===== config.mk =====
export PLATFORM = sky130hd
export DESIGN_NAME = onehot_decoder_seq
export DESIGN_NICKNAME = d
export VERILOG_FILES = /design/src/rtl/onehot_dec_pkg.sv /design/src/rtl/onehot_decoder_seq_hold_timer.sv /design/src/rtl/onehot_decoder_seq.sv
export SDC_FILE = /design/constraint.sdc
export NUM_CORES = 1
export LEC_CHECK = 0
export CORE_UTILIZATION = 38
export CTS_BUF_LIST = sky130_fd_sc_hd__clkbuf_2 sky130_fd_sc_hd__clkbuf_4 sky130_fd_sc_hd__clkbuf_8
export DETAILED_ROUTE_END_ITERATION = 16
export GPL_ROUTABILITY_DRIVEN = 0
export HOLD_SLACK_MARGIN = 0.1
export PLACE_DENSITY = 0.61
export SLEW_MARGIN = 20
export SYNTH_ARGS = -nofsm -noshare
export SYNTH_HDL_FRONTEND = slang
export SYNTH_SLANG_ARGS = --single-unit

===== constraint.sdc =====
create_clock -name clk -period 4.5 [get_ports clk]
set_input_delay 0.9 -clock clk [delete_from_list [all_inputs] [get_ports clk]]
set_output_delay 0.9 -clock clk [all_outputs]
set_load 0.02 [all_outputs]

===== src/rtl/onehot_dec_pkg.sv =====
// Shared types and helpers for the sequential one-hot decoder.
// Holds the FSM state encoding, default sizes and the code-to-one-hot mapping.
package onehot_dec_pkg;

  typedef enum logic [1:0] {
    IDLE  = 2'd0,
    DRIVE = 2'd1,
    GAP   = 2'd2
  } state_e;

  localparam int DEF_CODE_W = 3;
  localparam int DEF_N_OUT  = 8;
  localparam int MAX_N_OUT  = 256;

  // Codes outside the populated output range map to all-zero.
  function automatic logic [MAX_N_OUT-1:0] onehot(input int unsigned code, input int unsigned nOut);
    logic [MAX_N_OUT-1:0] v;
    v = '0;
    if ((code < nOut) && (code < MAX_N_OUT)) begin
      v[code[7:0]] = 1'b1;
    end
    return v;
  endfunction

endpackage


===== src/rtl/onehot_decoder_seq_hold_timer.sv =====
// Loadable down-counter with a zero flag; used to time the hold and gap phases.
// Load takes priority over decrement, and the count saturates at zero.
module hold_timer #(
  parameter int W = 2
) (
  input  logic         clk,
  input  logic         rst,
  input  logic         load_i,
  input  logic [W-1:0] load_val_i,
  input  logic         dec_i,
  output logic         zero_o
);

  logic [W-1:0] count_q, count_d;

  always_comb begin
    count_d = count_q;
    if (load_i) begin
      count_d = load_val_i;
    end else if (dec_i && (count_q != '0)) begin
      count_d = count_q - W'(1);
    end
  end

  always_ff @(posedge clk or posedge rst) begin
    if (rst) begin
      count_q <= '0;
    end else begin
      count_q <= count_d;
    end
  end

  assign zero_o = (count_q == '0);

endmodule


===== src/rtl/onehot_decoder_seq.sv =====
// Sequential N-to-2^N decoder: drives a timed one-hot strobe, then a quiet gap.
// Define ONEHOT_DEC_SKID_EN to add a one-entry buffer for back-to-back codes.
module onehot_decoder_seq
  import onehot_dec_pkg::*;
#(
  parameter int CODE_W      = DEF_CODE_W,
  parameter int N_OUT       = DEF_N_OUT,
  parameter int HOLD_CYCLES = 4,
  parameter int GAP_CYCLES  = 1
) (
  input  logic              clk,
  input  logic              rst,
  input  logic              in_valid,
  input  logic [CODE_W-1:0] in_code,
  output logic              in_ready,
  output logic [N_OUT-1:0]  D,
  output logic              d_valid,
  output logic              done,
  output logic              err
);

  localparam int HG_MAX = (HOLD_CYCLES > GAP_CYCLES) ? HOLD_CYCLES : GAP_CYCLES;
  localparam int T_MAX  = (HG_MAX > 2) ? HG_MAX : 2;
  localparam int TW     = $clog2(T_MAX);
  localparam logic [TW-1:0] HOLD_LOAD = TW'(HOLD_CYCLES - 1);
  localparam logic [TW-1:0] GAP_LOAD  = (GAP_CYCLES > 0) ? TW'(GAP_CYCLES - 1) : '0;
  localparam int unsigned N_OUT_U = N_OUT;

  state_e           state_q, state_d;
  logic [N_OUT-1:0] d_q, d_d;
  logic             err_q, err_d;
  logic             holdLoad, gapLoad;
  logic             holdZero, gapZero;
  logic             transfer;

`ifdef ONEHOT_DEC_SKID_EN
  logic              bufValid_q, bufValid_d;
  logic [CODE_W-1:0] bufCode_q, bufCode_d;
  logic              finishing;

  // High on the final cycle of a strobe+gap sequence, when a buffered code may launch.
  assign finishing = ((state_q == DRIVE) && holdZero && (GAP_CYCLES == 0)) ||
                     ((state_q == GAP) && gapZero);
`endif

  assign transfer = in_valid && in_ready;

  hold_timer #(.W(TW)) holdTimer (
    .clk        (clk),
    .rst        (rst),
    .load_i     (holdLoad),
    .load_val_i (HOLD_LOAD),
    .dec_i      (state_q == DRIVE),
    .zero_o     (holdZero)
  );

  hold_timer #(.W(TW)) gapTimer (
    .clk        (clk),
    .rst        (rst),
    .load_i     (gapLoad),
    .load_val_i (GAP_LOAD),
    .dec_i      (state_q == GAP),
    .zero_o     (gapZero)
  );

  always_ff @(posedge clk or posedge rst) begin
    if (rst) begin
      state_q    <= IDLE;
      d_q        <= '0;
      err_q      <= 1'b0;
`ifdef ONEHOT_DEC_SKID_EN
      bufValid_q <= 1'b0;
      bufCode_q  <= '0;
`endif
    end else begin
      state_q    <= state_d;
      d_q        <= d_d;
      err_q      <= err_d;
`ifdef ONEHOT_DEC_SKID_EN
      bufValid_q <= bufValid_d;
      bufCode_q  <= bufCode_d;
`endif
    end
  end

  always_comb begin
    state_d  = state_q;
    d_d      = d_q;
    err_d    = 1'b0;
    holdLoad = 1'b0;
    gapLoad  = 1'b0;
`ifdef ONEHOT_DEC_SKID_EN
    bufValid_d = bufValid_q;
    bufCode_d  = bufCode_q;
`endif
    unique case (state_q)
      IDLE: begin
        if (transfer) begin
          if (32'(in_code) < N_OUT_U) begin
            state_d  = DRIVE;
            d_d      = N_OUT'(onehot(32'(in_code), N_OUT_U));
            holdLoad = 1'b1;
          end else begin
            err_d = 1'b1;
          end
        end
      end
      DRIVE: begin
        if (holdZero) begin
          d_d = '0;
          if (GAP_CYCLES > 0) begin
            state_d = GAP;
            gapLoad = 1'b1;
          end else begin
            state_d = IDLE;
          end
        end
      end
      GAP: begin
        if (gapZero) begin
          state_d = IDLE;
        end
      end
      default: begin
        state_d = IDLE;
        d_d     = '0;
      end
    endcase
`ifdef ONEHOT_DEC_SKID_EN
    // A buffered code bypasses IDLE; a same-edge transfer refills the emptied slot.
    if (finishing && bufValid_q) begin
      bufValid_d = 1'b0;
      if (32'(bufCode_q) < N_OUT_U) begin
        state_d  = DRIVE;
        d_d      = N_OUT'(onehot(32'(bufCode_q), N_OUT_U));
        holdLoad = 1'b1;
      end else begin
        err_d = 1'b1;
      end
    end
    if (transfer && (state_q != IDLE)) begin
      bufValid_d = 1'b1;
      bufCode_d  = in_code;
    end
`endif
  end

  always_comb begin
`ifdef ONEHOT_DEC_SKID_EN
    in_ready = !rst && ((state_q == IDLE) || !bufValid_q);
`else
    in_ready = !rst && (state_q == IDLE);
`endif
    D       = d_q;
    d_valid = |d_q;
    done    = (state_q == DRIVE) && holdZero;
    err     = err_q;
  end

endmodule


# After elaboration in Yosys (flattened, before gate mapping)
# Cells that the tools add are included.
[word_totals] elab_cells=48 in_bits=6 regBits=14 output_inout_bits=12
[op_classes] eq_ne=5 n_addsub=2 n_mux=17 n_reduce_logical=17 bitwise=1 n_lt_le_gt_ge=2
[ops] operator="8-bit one-hot mux with 3 select lines" n=1
[ops] operator="8-bit two-way mux" n=2
[ops] operator="2-bit two-way mux" n=7
[ops] operator="3-bit by 9-bit < comparator with 1-bit output (second input constant)" n=1
[ops] operator="2-bit nonzero test" n=4
[ops] operator="8-bit OR reduction" n=1
[ops] operator="1-bit logical AND" n=6
[ops] operator="2-bit zero test" n=3
[ops] operator="2-bit != test (second input constant)" n=3
[ops] operator="2-bit one-hot mux with 3 select lines" n=1
[ops] operator="3-bit AND reduction" n=2
[ops] operator="1-bit two-way mux" n=5
[ops] operator="2-bit by 1-bit subtractor with 2-bit output (second input constant)" n=2
[ops] operator="1-bit demux with 3-bit select" n=1
[ops] operator="3-bit by 1-bit >= comparator with 1-bit output (second input constant)" n=1
[ops] operator="2-bit by 1-bit equality test with 1-bit output (second input constant)" n=1
[ops] operator="2-bit equality test (second input constant)" n=1
[ops] operator="1-bit zero test" n=1
[ops] operator="1-bit NOT" n=1

# Logic depth before layout (Yosys ltp)
[depth] word_depth=6 ltp_mapped=5 mapped_depth_nobuf=5

# Hierarchy
# Synthesis repeated with hierarchy kept, for this count alone.
[hier_totals] cells_unflattened=76 area_unflattened_um2=825.8
[modules_own_cells] module="onehot_decoder_seq" cells_per_inst=50 area_per_inst_um2=555.5 seq_area_each_um2=250.2 n_inst=1
[modules_own_cells] module="hold_timer" cells_per_inst=13 area_per_inst_um2=135.1 seq_area_each_um2=50.0 n_inst=2

# Worst setup path before layout
# Ideal clock, no wire load.
[synth_path] path_type="input to output" startpoint="input rst" endpoint="output in_ready" required_time_ns=3.600 slack_ns=2.245 arrival_time_ns=1.355 path_buffers=0 stages=1 cell_sequence="nor3_1"
[synth_via] elab_chain_len=2
[synth_rtl] element="from (decl)" line="onehot_decoder_seq.sv:12" text="input logic rst,"
[synth_rtl] element="1-bit zero test (no source line)"
[synth_rtl] element="1-bit logical AND" line="onehot_decoder_seq.sv:152" text="in_ready = !rst && (state_q == IDLE);"
[synth_rtl] element="to (decl)" line="onehot_decoder_seq.sv:15" text="output logic in_ready,"
# Every way passes these cells.

# Final worst setup path
# Ends and elaborated chain as after synthesis.

==> impl_metrics.env <==
export IMPL_core_um2=1780
export IMPL_clock_root_buffer="clkbuf_4"
export IMPL_critPathArrivalTime_ps=2110
export IMPL_vias_per_cell=4.86
export IMPL_combPwrFrac_pct=55.3
export IMPL_seqPwrFrac_pct=33.6
export IMPL_critPathMaxFanout=3
export IMPL_min_path_cells=1
export IMPL_synthFlopType="dfrtp_1"
export IMPL_finalMaxSlewViolations=0
export IMPL_portBuffers=16
export IMPL_synth_area_leaders="dfrtp_1, mux2_4, nor2_1"
export IMPL_worstHoldStart="gapTimer.count_q[0]$_DFFE_PP0P_"
export IMPL_async_reset_ff_share_pct=100
export IMPL_synth_most_common_cell="dfrtp_1"
export IMPL_skew_ps=4.25
export IMPL_peakVddDrop_mv=0.269
export IMPL_worst_slew_pin_slew_ps=542
export IMPL_rows=15
export IMPL_globalRoute_totalOverflow=0
export IMPL_synth_net_count=77
export IMPL_hold_buffers=0
export IMPL_post_route_period_util_pct=66.9
export IMPL_grt_first_pass_wirelength_um=2100
export IMPL_clk_latency_ps=270
export IMPL_outcome="completed"
export IMPL_yosysSeqAreaShare_pct=46.5
export IMPL_die_area_um2=2160
export IMPL_clkSinkCount=14
export IMPL_setup_viol=0
export IMPL_cts_buffers_inserted=3
export IMPL_hold_viol_final=0
export IMPL_final_core_utilization_pct=53.2
export IMPL_ys_seq_elements=14
export IMPL_die_width_um=46.5
export IMPL_area_growth_pct=25.9
export IMPL_wire_per_inst_um=11.4
export IMPL_r2r_cells=3
export IMPL_n_antenna_cell=0
export IMPL_fillers=177
export IMPL_setup_tns_ps=0
export IMPL_clock_path_buffers=2
export IMPL_cts_tree="yes"
export IMPL_cp_data_required_time_ps=3600
export IMPL_die_y_um=46.5
export IMPL_synth_edf_count=0
export IMPL_grt_antenna_before_repair=0
export IMPL_p_per_area_nw_per_um2=647
export IMPL_crit_path_start="rst"
export IMPL_synth_avg_cell_area_um2=10.9
export IMPL_cp_end_kind="primary output"
export IMPL_h_tree_depth=1
export IMPL_critPathKind="in -> out"
export IMPL_yosys_area_top_type="dfrtp_1"
export IMPL_setup_worst_path_start_class="input port"
export IMPL_io_pin_count=18
export IMPL_hold_path_endpoint="gapTimer.count_q[0]$_DFFE_PP0P_"
export IMPL_drv_cap=0
export IMPL_floorplan_initialDensity_pct=42.2
export IMPL_yosysUniqueCellTypes=24
export IMPL_slew_headroom_pct=63.8
export IMPL_drt_wl_total_um=1270
export IMPL_synth_top_area_share_pct=46.5
export IMPL_drt_iter0_drc=2
export IMPL_seq_area_um2=350
export IMPL_num_vias=539
export IMPL_fin_crit_ps=3010
export IMPL_clkPwrFrac_pct=11.1
export IMPL_grt_max_degree=15
export IMPL_track_usage_pct=14.3
export IMPL_synth_area_um2=753
export IMPL_dr_pass1_iters=3
export IMPL_min_path_type="reg -> reg"
export IMPL_rr_endpoint="D[0]$_DFFE_PP0P_"
export IMPL_r2r_slack_ps=2810
export IMPL_post_cts_setup_buffers=0
export IMPL_p_sw_uw=236
export IMPL_multi_input_area_um2=365
export IMPL_fin_nets=96
export IMPL_netlist_top_cells_count="dfrtp_1, nor2_1, mux2_4"
export IMPL_ctsResizeCount=0
export IMPL_sw_frac_of_total_pct=38.5
export IMPL_cellLeakagePower_uw=0.000433
export IMPL_synth_warning_count=0
export IMPL_cts_clk_slew_worst_paths_ps=80
export IMPL_dp_hpwl_um=991
export IMPL_postRouteAntennaNets=0
export IMPL_rsz0062_at_grt="false"
export IMPL_syn_inst=69
export IMPL_fmaxAchievable_mhz=332
export IMPL_drc=0
export IMPL_grt_pass1_vias=490
export IMPL_worstReg2RegStart="state_q[1]$_DFFE_PP0P_"
export IMPL_drive_gt1_share_pct=17.4
export IMPL_p_int_uw=377
-- metal layers --
layer	GRT usage, %	part of all wire (%)	vias up
met2	20.0	47	13
met1	19.1	47	256
met5	0	0	-
met3	3.92	5.0	2
met4	8.82	0.79	0
li1	-	-	268
-- cell families (layout without fill, tap and decap cells) --
family	after synthesis	in the layout	synth area share [%]
other	1	1	0.498
flip-flops	14	14	46.5
XOR/XNOR	1	1	1.16
adder cells (fa/ha/maj)	2	2	3.32
AND/OR/NAND/NOR	30	30	22.6
multiplexers	8	8	15.9
AO/OA/AOI/OAI	6	6	4.98
buffers and inverters	7	24	4.98
-- metrics by stage --
| step | std cells | hold slack [ps] | cell area (µm²) | setup WS (ps) | total power [µW] |
|---|---|---|---|---|---|
| detailed placement | 108 | 498 | 926 | 1490 | 553 |
| global placement | 108 | 492 | 926 | 1510 | 549 |
| CTS | 111 | 511 | 948 | 1470 | 624 |
| finish | 111 | 505 | 948 | 1490 | 613 |
| floorplan | 69 | 470 | 753 | 2240 | 429 |
| global route | 111 | 526 | 948 | 1430 | 660 |
-- state kept, by name, summed over array words and instances (netlist names) --
register	flops
D	8
gapTimer.count_q	2
holdTimer.count_q	2
state_q	2
-- power by group through the flow --
| stage | combinational (µW) | sequential, µW | clock (µW) |
|---|---|---|---|
| after detailed placement | 343 | 210 | 0 |
| after global routing | 369 | 214 | 77.4 |
| after floorplan | 199 | 231 | 0 |
| final | 339 | 206 | 68.2 |
| after global placement | 340 | 209 | 0 |
| after CTS | 345 | 207 | 71.6 |
-- cell type report --
class                      instances  share of cell area (%)
multi-input combinational         48                    38.5
sequential                        14                    36.9
timing repair buffer              16                    16.9
tap                               25                    3.30
clock buffer                       3                    2.37
inverter                           5                    1.98
-- worst max-delay path, stage by stage --
cell	delay, ps
clkdlybuf4s50_1	440
nor3_1	140
clkdlybuf4s50_1	630
-- layout by cell type, fill, tap and decap left out --
cell / count
clkbuf_4: 3
or3b_2: 1
or3b_1: 1
ha_1: 2
nor4_1: 2
nand2_1: 6
dfrtp_1: 14
clkdlybuf4s50_1: 16
and2_1: 1
or4b_4: 1
nor3_1: 3
nor2_1: 10
mux2_4: 8
conb_1: 1
a211oi_1: 2
nand2_8: 1
inv_1: 5
nand2b_1: 2
xnor2_1: 1
o21ai_1: 1
a21oi_1: 2
or3_1: 1
or2_2: 1
o211ai_1: 1
-- worst max path at each step --
stage,endpoint
after floorplan,in_ready
after global placement,in_ready
after detailed placement,in_ready
after CTS,in_ready
after global routing,in_ready
final,in_ready
Power figures use the tool's default switching activity.
